==> config.mk <==
export PLATFORM = sky130hd
export DESIGN_NAME = rhd_config_seq
export DESIGN_NICKNAME = d
export VERILOG_FILES = /design/src/rtl/rhd_pkg.sv /design/src/rtl/rhd_expect_pipe.sv /design/src/rtl/rhd_config_seq.sv
export SDC_FILE = /design/constraint.sdc
export NUM_CORES = 1
export LEC_CHECK = 0
export ABC_CLOCK_PERIOD_IN_PS = 4690
export CORE_UTILIZATION = 56
export DETAILED_ROUTE_END_ITERATION = 8
export PLACE_DENSITY = 0.88
export SYNTH_ARGS = -nofsm -noshare
export SYNTH_HDL_FRONTEND = slang
export SYNTH_HIERARCHICAL = 1
export SYNTH_SLANG_ARGS = --single-unit
==> constraint.sdc <==
create_clock -name clk -period 4.69 [get_ports clk]
set_input_delay 0.469 -clock clk [delete_from_list [all_inputs] [get_ports clk]]
set_output_delay 0.469 -clock clk [all_outputs]
set_load 0.02 [all_outputs]
==> src/rtl/rhd_pkg.sv <==
// rhd_pkg: command encodings, expectation kinds and sequencer state type
// shared by the RHD headstage sequencers.
package rhd_pkg;

  localparam logic [15:0] CMD_CALIBRATE     = 16'h5500;
  localparam logic [5:0]  INTAN_CHIP_ID_REG = 6'd63;

  // What a returned frame must look like, two frames after its command.
  typedef enum logic [1:0] {
    EXP_NONE = 2'd0,
    EXP_ECHO = 2'd1,
    EXP_ID   = 2'd2
  } exp_kind_e;

  typedef enum logic [1:0] {
    ST_IDLE = 2'd0,
    ST_LOAD = 2'd1,
    ST_TX   = 2'd2,
    ST_WAIT = 2'd3
  } cfg_state_e;

  function automatic logic [15:0] cmd_write(input logic [5:0] addr, input logic [7:0] data);
    return {2'b10, addr, data};
  endfunction

  function automatic logic [15:0] cmd_read(input logic [5:0] addr);
    return {2'b11, addr, 8'd0};
  endfunction

  function automatic logic [15:0] cmd_convert(input logic [5:0] channel);
    return {2'b00, channel, 8'd0};
  endfunction

endpackage

==> src/rtl/rhd_expect_pipe.sv <==
// rhd_expect_pipe: two-deep {kind, value} shift register tracking what the
// RHD chip owes us. The tap is the oldest entry, i.e. the frame issued two
// pushes ago; sampling it in the same cycle as a push yields the entry that
// belongs to the frame now being returned.
module rhd_expect_pipe
  import rhd_pkg::*;
(
  input  logic       clk,
  input  logic       rstn,
  input  logic       clear,
  input  logic       push,
  input  logic [1:0] push_kind,
  input  logic [7:0] push_value,
  output logic [1:0] tap_kind,
  output logic [7:0] tap_value
);

  logic [1:0] kind0_q, kind0_d, kind1_q, kind1_d;
  logic [7:0] val0_q, val0_d, val1_q, val1_d;

  // Next-state: clear empties both slots (clear dominates push), push shifts.
  always_comb begin
    kind0_d = kind0_q;
    kind1_d = kind1_q;
    val0_d  = val0_q;
    val1_d  = val1_q;
    if (clear) begin
      kind0_d = EXP_NONE;
      kind1_d = EXP_NONE;
      val0_d  = 8'd0;
      val1_d  = 8'd0;
    end else if (push) begin
      kind0_d = push_kind;
      val0_d  = push_value;
      kind1_d = kind0_q;
      val1_d  = val0_q;
    end
  end

  // Slot registers, empty after reset.
  always_ff @(posedge clk or negedge rstn) begin
    if (!rstn) begin
      kind0_q <= EXP_NONE;
      kind1_q <= EXP_NONE;
      val0_q  <= 8'd0;
      val1_q  <= 8'd0;
    end else begin
      kind0_q <= kind0_d;
      kind1_q <= kind1_d;
      val0_q  <= val0_d;
      val1_q  <= val1_d;
    end
  end

  assign tap_kind  = kind1_q;
  assign tap_value = val1_q;

endmodule

==> src/rtl/rhd_config_seq.sv <==
// rhd_config_seq: power-up register configuration of one RHD headstage via
// an rhd_spi_master. Writes NUM_REGS table registers, optionally calibrates
// (compile with RHD_CAL_EN), reads back the chip ID and checks every returned
// frame against the chip's two-frame echo.
//
// state   | meaning
// --------+-----------------------------------------------------------
// IDLE    | waiting for cfg_start
// LOAD    | command word registered, wait for SPI master to drop done
// TX      | one-cycle spi_start; capture expectation for returning frame
// WAIT    | wait for spi_done, check spi_rx, advance frame index
module rhd_config_seq
  import rhd_pkg::*;
#(
  parameter int         NUM_REGS       = 18,
  parameter logic [7:0] CHIP_ID_EXPECT = 8'd4,
  parameter int         CAL_DUMMIES    = 9
) (
  input  logic        clk,
  input  logic        rstn,
  input  logic        cfg_start,
  input  logic        cfg_abort,
  output logic        busy,
  output logic        done,
  output logic        error,
  output logic [7:0]  err_index,
  output logic [7:0]  chip_id,
  output logic [5:0]  tbl_addr,
  input  logic [7:0]  tbl_data,
  output logic        spi_start,
  output logic [15:0] spi_data_in,
  input  logic        spi_done,
  input  logic [15:0] spi_rx
);

`ifdef RHD_CAL_EN
  localparam int CAL_FRAMES = CAL_DUMMIES + 1;
`else
  localparam int CAL_FRAMES = 0;
`endif
  localparam int         NUM_FRAMES = NUM_REGS + CAL_FRAMES + 3;
  localparam logic [7:0] REGS_F     = 8'(NUM_REGS);
  localparam logic [7:0] ID_F       = 8'(NUM_REGS + CAL_FRAMES);
  localparam logic [7:0] LAST_F     = 8'(NUM_FRAMES - 1);

  cfg_state_e  state_q, state_d;
  logic [7:0]  f_q, f_d;
  logic        error_q, error_d;
  logic [7:0]  err_index_q, err_index_d;
  logic [7:0]  chip_id_q, chip_id_d;
  logic        spi_start_q, spi_start_d;
  logic [15:0] spi_data_q, spi_data_d;
  logic [1:0]  chk_kind_q, chk_kind_d;
  logic [7:0]  chk_value_q, chk_value_d;

  logic [15:0] frm_cmd;
  logic [1:0]  frm_kind;
  logic [7:0]  frm_value;
  logic        pipe_clear, pipe_push;
  logic [1:0]  tap_kind;
  logic [7:0]  tap_value;
  logic        check_en;
  logic [15:0] rx_expect;
  logic        rx_mismatch;
  logic        done_o;

  // Decode the current frame index into command word and expectation.
  always_comb begin
    frm_cmd   = cmd_read(INTAN_CHIP_ID_REG);
    frm_kind  = EXP_NONE;
    frm_value = 8'd0;
    if (f_q < REGS_F) begin
      frm_cmd   = cmd_write(f_q[5:0], tbl_data);
      frm_kind  = EXP_ECHO;
      frm_value = tbl_data;
    end
`ifdef RHD_CAL_EN
    else if (f_q == REGS_F) begin
      frm_cmd = CMD_CALIBRATE;
    end
`endif
    else if (f_q == ID_F) begin
      frm_kind  = EXP_ID;
      frm_value = CHIP_ID_EXPECT;
    end
  end

  // Required return word for the frame currently being received.
  always_comb begin
    check_en  = 1'b0;
    rx_expect = 16'd0;
    case (chk_kind_q)
      EXP_ECHO: begin
        check_en  = 1'b1;
        rx_expect = {8'hFF, chk_value_q};
      end
      EXP_ID: begin
        check_en  = 1'b1;
        rx_expect = {8'h00, chk_value_q};
      end
      default: ;
    endcase
  end

  assign rx_mismatch = check_en && (spi_rx != rx_expect);

  // Sequencer next-state; abort overrides everything, including a start in IDLE.
  always_comb begin
    state_d     = state_q;
    f_d         = f_q;
    error_d     = error_q;
    err_index_d = err_index_q;
    chip_id_d   = chip_id_q;
    spi_start_d = 1'b0;
    spi_data_d  = spi_data_q;
    chk_kind_d  = chk_kind_q;
    chk_value_d = chk_value_q;
    pipe_clear  = 1'b0;
    pipe_push   = 1'b0;
    done_o      = 1'b0;

    case (state_q)
      ST_IDLE: begin
        if (cfg_start) begin
          state_d     = ST_LOAD;
          f_d         = 8'd0;
          error_d     = 1'b0;
          err_index_d = 8'd0;
          pipe_clear  = 1'b1;
        end
      end
      ST_LOAD: begin
        spi_data_d = frm_cmd;
        if (!spi_done) begin
          state_d     = ST_TX;
          spi_start_d = 1'b1;
        end
      end
      ST_TX: begin
        chk_kind_d  = tap_kind;
        chk_value_d = tap_value;
        pipe_push   = 1'b1;
        state_d     = ST_WAIT;
      end
      ST_WAIT: begin
        if (spi_done) begin
          if (chk_kind_q == EXP_ID) begin
            chip_id_d = spi_rx[7:0];
          end
          if (rx_mismatch && !error_q) begin
            error_d     = 1'b1;
            err_index_d = f_q - 8'd2;
          end
          if (f_q == LAST_F) begin
            state_d    = ST_IDLE;
            done_o     = 1'b1;
            pipe_clear = 1'b1;
          end else begin
            f_d     = f_q + 8'd1;
            state_d = ST_LOAD;
          end
        end
      end
      default: state_d = ST_IDLE;
    endcase

    if (cfg_abort) begin
      state_d     = ST_IDLE;
      f_d         = f_q;
      error_d     = error_q;
      err_index_d = err_index_q;
      chip_id_d   = chip_id_q;
      spi_start_d = 1'b0;
      pipe_clear  = 1'b1;
      pipe_push   = 1'b0;
      done_o      = 1'b0;
    end
  end

  // Sequencer registers.
  always_ff @(posedge clk or negedge rstn) begin
    if (!rstn) begin
      state_q     <= ST_IDLE;
      f_q         <= 8'd0;
      error_q     <= 1'b0;
      err_index_q <= 8'd0;
      chip_id_q   <= 8'd0;
      spi_start_q <= 1'b0;
      spi_data_q  <= 16'd0;
      chk_kind_q  <= EXP_NONE;
      chk_value_q <= 8'd0;
    end else begin
      state_q     <= state_d;
      f_q         <= f_d;
      error_q     <= error_d;
      err_index_q <= err_index_d;
      chip_id_q   <= chip_id_d;
      spi_start_q <= spi_start_d;
      spi_data_q  <= spi_data_d;
      chk_kind_q  <= chk_kind_d;
      chk_value_q <= chk_value_d;
    end
  end

  rhd_expect_pipe u_expect_pipe (
    .clk        (clk),
    .rstn       (rstn),
    .clear      (pipe_clear),
    .push       (pipe_push),
    .push_kind  (frm_kind),
    .push_value (frm_value),
    .tap_kind   (tap_kind),
    .tap_value  (tap_value)
  );

  assign busy        = (state_q != ST_IDLE);
  assign done        = done_o;
  assign error       = error_q;
  assign err_index   = err_index_q;
  assign chip_id     = chip_id_q;
  assign spi_start   = spi_start_q;
  assign spi_data_in = spi_data_q;
  assign tbl_addr    = ((state_q != ST_IDLE) && (f_q < REGS_F)) ? f_q[5:0] : 6'd0;

endmodule

==> metrics.txt <==
# TYPE chip_impl_metric gauge
chip_impl_info{name="critical_path.slowest_cell",value="sky130_fd_sc_hd__clkdlybuf4s50_1"} 1
chip_impl_metric{name="netlist-cell-type-count",unit=""} 49
chip_impl_metric{name="post-route-min-period",unit="ns"} 3.33
chip_impl_info{name="worstSetupPathType",value="flip-flop to output pin"} 1
chip_impl_metric{name="timing_max_transition_violations_final",unit=""} 0
chip_impl_metric{name="detailed_router_iteration_count_before_antenna_repair",unit=""} 4
chip_impl_metric{name="core_region_area",unit="sq um"} 6390
chip_impl_metric{name="synth-compound-area-share",unit=""} 0.0791
chip_impl_info{name="post_synth_main_area_contributors",value="sky130_fd_sc_hd__dfrtp_1 50%, sky130_fd_sc_hd__mux2i_1 7.0%, sky130_fd_sc_hd__mux2_2 7.0%"} 1
chip_impl_metric{name="async_flop_share",unit=""} 1.00
chip_impl_metric{name="final.period_utilization",unit=""} 0.711
chip_impl_info{name="rsz_0062_raised_after_global_routing",value="false"} 1
chip_impl_metric{name="fraction_of_final_layout_cells_with_drive_strength_greater_than_1",unit=""} 0.128
chip_impl_metric{name="cts_buffers",unit=""} 9
chip_impl_metric{name="synthXorXnorAreaFrac",unit=""} 0.0330
chip_impl_info{name="clock-root-buffer",value="sky130_fd_sc_hd__clkbuf_8"} 1
chip_impl_metric{name="place.port_buffers",unit=""} 69
chip_impl_metric{name="finalHoldViolations",unit=""} 0
chip_impl_metric{name="crit_arrival",unit="ns"} 2.87
chip_impl_metric{name="area_delta_synth_final",unit="%"} 24.3
chip_impl_metric{name="floorplan.rows",unit=""} 29
chip_impl_metric{name="grt_start_max_net_pins",unit=""} 75
chip_impl_metric{name="drt-total-wl",unit="um"} 8000
chip_impl_info{name="synth_top_flop_cell",value="sky130_fd_sc_hd__dfrtp_1"} 1
chip_impl_metric{name="clock_insertion_delay_worst_skew",unit="ns"} 0.34
chip_impl_metric{name="finalClockSkew",unit="ns"} 0.00861
chip_impl_metric{name="max_cap_violations",unit=""} 0
chip_impl_metric{name="grt_usage",unit=""} 0.243
chip_impl_metric{name="synthAdderAreaFrac",unit=""} 0.0438
chip_impl_metric{name="seqPwrFrac",unit=""} 0.397
chip_impl_metric{name="final_antenna_net_count",unit=""} 0
chip_impl_metric{name="power.ir.vdd_worst",unit="uV"} 412
chip_impl_metric{name="clock_tree.htree_level_count",unit=""} 3
chip_impl_metric{name="timing.critical_path.fanout_max",unit=""} 17
chip_impl_metric{name="slew_headroom",unit=""} 0.391
chip_impl_metric{name="ctsLongestPathBuffers",unit=""} 2
chip_impl_metric{name="post_cts.resized_instances",unit=""} 0
chip_impl_metric{name="routabilityCongestion",unit=""} 0.894
chip_impl_metric{name="n_antenna_cell",unit=""} 0
chip_impl_info{name="tritoncts",value="yes"} 1
chip_impl_metric{name="wl_per_instance",unit="um"} 16.0
chip_impl_metric{name="cts_hold_buf",unit=""} 0
chip_impl_metric{name="dr_total_vias",unit=""} 2808
chip_impl_info{name="worstPathCellList",value="or3_1 -> and2_1 -> or2_2 -> inv_2 -> and3_1 -> clkdlybuf4s50_1"} 1
chip_impl_metric{name="drtIter0Drc",unit=""} 216
chip_impl_metric{name="grt_overflow",unit=""} 0
chip_impl_metric{name="synthMuxAreaShare",unit=""} 0.140
chip_impl_metric{name="dp.final_hpwl",unit="um"} 5580
chip_impl_metric{name="top_level_ports",unit=""} 71
chip_impl_metric{name="synthesis.yosys.warnings",unit=""} 6
chip_impl_metric{name="setup_viol",unit=""} 0
chip_impl_metric{name="tritoncts_num_sinks",unit=""} 74
chip_impl_metric{name="timing.fmax",unit="MHz"} 300
chip_impl_metric{name="max_slew.worst_pin.slew",unit="ns"} 0.913
chip_impl_metric{name="netlist.area_leader.share",unit=""} 0.498
chip_impl_metric{name="postSynthRegisterBits",unit=""} 74
chip_impl_metric{name="cts_post_setup_buffers_inserted",unit=""} 0
chip_impl_metric{name="post_synth_inst_count",unit=""} 350
chip_impl_metric{name="number_of_global_route_vias_before_repair",unit=""} 2711
chip_impl_metric{name="switching_share",unit=""} 0.363
chip_impl_metric{name="initial_core_utilization",unit=""} 0.582
chip_impl_metric{name="power_report.internal_total",unit="mW"} 1.26
chip_impl_metric{name="switching_power",unit="uW"} 717
chip_impl_metric{name="chipWidth",unit="um"} 83.5
chip_impl_metric{name="post_synth_instance_area",unit="sq um"} 3720
chip_impl_info{name="status",value="finished, final reports clean"} 1
chip_impl_metric{name="number_of_antenna_violations_at_the_first_check_in_global_routing",unit=""} 0
chip_impl_info{name="critPathCaptureType",value="output pin"} 1
chip_impl_metric{name="worst-endpoint-required",unit="ns"} 4.22
chip_impl_metric{name="fp.dieArea",unit="sq um"} 6970
chip_impl_metric{name="synth_edf_count",unit=""} 0
chip_impl_metric{name="p_total",unit="mW"} 1.98
chip_impl_info{name="worst_hold_path_type",value="input port to async pin"} 1
chip_impl_info{name="setup.worst_path.start_class",value="flip-flop"} 1
chip_impl_metric{name="critical-path-max-stage-delay",unit="ns"} 0.61
chip_impl_metric{name="final_net_count",unit=""} 459
chip_impl_metric{name="die-height",unit="um"} 83.5
chip_impl_metric{name="reg2reg_setup_slack",unit="ns"} 2.29
chip_impl_metric{name="combPwrFrac",unit=""} 0.376
chip_impl_metric{name="remaining_drc_errors",unit=""} 0
chip_impl_metric{name="clock_transition_at_the_registers_of_the_reported_paths",unit="ns"} 0.08
chip_impl_info{name="synth_top_family_by_area",value="simple AND/OR/NAND/NOR gates"} 1
chip_impl_info{name="yosysTopAreaCell",value="sky130_fd_sc_hd__dfrtp_1"} 1
chip_impl_metric{name="via_per_inst",unit=""} 5.63
chip_impl_metric{name="fin_setup_tns",unit="ns"} 0
chip_impl_metric{name="mappedNetlistNets",unit=""} 392
chip_impl_metric{name="yosysSeqAreaShare",unit=""} 0.498
chip_impl_metric{name="grt_first_pass_wirelength",unit="um"} 13400
chip_impl_metric{name="synth_simple_gate_area_frac",unit=""} 0.172
chip_impl_metric{name="p_leak",unit="nW"} 1.96
chip_impl_metric{name="post_synth.cell_area_avg",unit="sq um"} 10.6
chip_impl_metric{name="clock_power_share",unit=""} 0.227
chip_impl_metric{name="powerDensity",unit="nW/um^2"} 428
## kinds of logic after synthesis
family                   count (synthesis)
AND/OR/NAND/NOR                        131
flip-flops                              74
multiplexers                            49
AO/OA/AOI/OAI                           41
buffers and inverters                   27
XOR/XNOR                                14
adder cells (fa/ha/maj)                 13
other                                    1
## layer usage
metal	routed length, um	vias up	part of all wire	global-route usage
li1	-	1355	-	-
met2	3840	82	0.48	0.382
met5	0	-	0	0
met4	129	0	0.016	0.0878
met3	314	11	0.039	0.0435
met1	3720	1360	0.47	0.341
## critical path, delay by kind of cell, from the launching register on
family | cells | cell delay, ns
flops | 1 | 0.54
simple gates | 4 | 1.12
buf+inv | 2 | 0.85
## cell usage in the layout, fill, tap and decap left out, types with 4 or more instances in the layout
master / n
sky130_fd_sc_hd__nor3_1: 12
sky130_fd_sc_hd__mux2i_1: 26
sky130_fd_sc_hd__dfrtp_1: 74
sky130_fd_sc_hd__o21ai_1: 7
sky130_fd_sc_hd__inv_1: 8
sky130_fd_sc_hd__mux2_2: 23
sky130_fd_sc_hd__xnor2_1: 9
sky130_fd_sc_hd__clkdlybuf4s50_1: 68
sky130_fd_sc_hd__a21oi_1: 7
sky130_fd_sc_hd__nand3_1: 8
sky130_fd_sc_hd__a31oi_1: 7
sky130_fd_sc_hd__nor2_1: 62
sky130_fd_sc_hd__and2_1: 8
sky130_fd_sc_hd__nand2_1: 19
sky130_fd_sc_hd__ha_1: 13
sky130_fd_sc_hd__clkbuf_8: 10
sky130_fd_sc_hd__xor2_1: 5
sky130_fd_sc_hd__buf_4: 4
## layout make-up
cell class                      count  area [sq um]
Inverter                           11          41.3
Clock buffer                       10           138
Fill cell                         446          1770
Timing Repair Buffer               72           711
Tap cell                           77          96.3
Sequential cell                    74          1850
Multi-Input combinational cell    249          1740
Clock inverter                      6          40.0
## power by group through the flow
| stage | logic [mW] | registers, mW | clock network [mW] |
|---|---|---|---|
| floorplan | 0.385 | 0.871 | 0 |
| global placement | 0.736 | 0.791 | 0 |
| detailed placement | 0.743 | 0.795 | 0 |
| CTS | 0.749 | 0.783 | 0.460 |
| global route | 0.810 | 0.795 | 0.483 |
| finish | 0.744 | 0.784 | 0.449 |
## flip-flops by register name, summed over array words and instances, names as in the netlist
name / flops
chip_id: 8
chk_kind_q: 2
chk_value_q: 8
err_index: 8
error: 1
f_q: 8
spi_data_in: 16
spi_start: 1
state_q: 2
u_expect_pipe/kind0_q: 2
u_expect_pipe/tap_kind: 2
u_expect_pipe/tap_value: 8
u_expect_pipe/val0_q: 8
## per-stage QoR
step / instance area, sq um / setup slack [ns] / hold WS [ns] / util / instances
floorplan: 3720 / 2.37 / 0.173 / - / 350
global placement: 4440 / 1.78 / 0.452 / 0.696 / 483
detailed placement: 4440 / 1.74 / 0.473 / 0.696 / 483
CTS: 4620 / 1.34 / 0.282 / 0.724 / 499
global route: 4620 / 1.26 / 0.320 / 0.724 / 499
finish: 4620 / 1.36 / 0.257 / 0.724 / 499
## synthesized netlist by cell type (8+ instances only)
library cell and count:
sky130_fd_sc_hd__and2_1 8, sky130_fd_sc_hd__clkbuf_1 11, sky130_fd_sc_hd__dfrtp_1 74, sky130_fd_sc_hd__ha_1 13, sky130_fd_sc_hd__inv_1 8, sky130_fd_sc_hd__mux2_2 23
sky130_fd_sc_hd__mux2i_1 26, sky130_fd_sc_hd__nand2_1 19, sky130_fd_sc_hd__nand3_1 8, sky130_fd_sc_hd__nor2_1 62, sky130_fd_sc_hd__nor3_1 12, sky130_fd_sc_hd__xnor2_1 9
## final timing paths
kind | from | endpoint | depth (start not counted)
min | rstn | spi_data_in[1]$_DFFE_PN0N_ | 1
max in group asynchronous | rstn | spi_data_in[8]$_DFFE_PN0N_ | 1
max reg2reg | state_q[0]$_DFFE_PN0P_ | f_q[7]$_DFFE_PN0P_ | 9
min reg2reg | spi_data_in[15]$_DFFE_PN0N_ | spi_data_in[15]$_DFFE_PN0N_ | 1
min in group clk | spi_data_in[15]$_DFFE_PN0N_ | spi_data_in[15]$_DFFE_PN0N_ | 1
max | f_q[3]$_DFFE_PN0P_ | tbl_addr[4] | 6
Power figures use the tool's default switching activity.
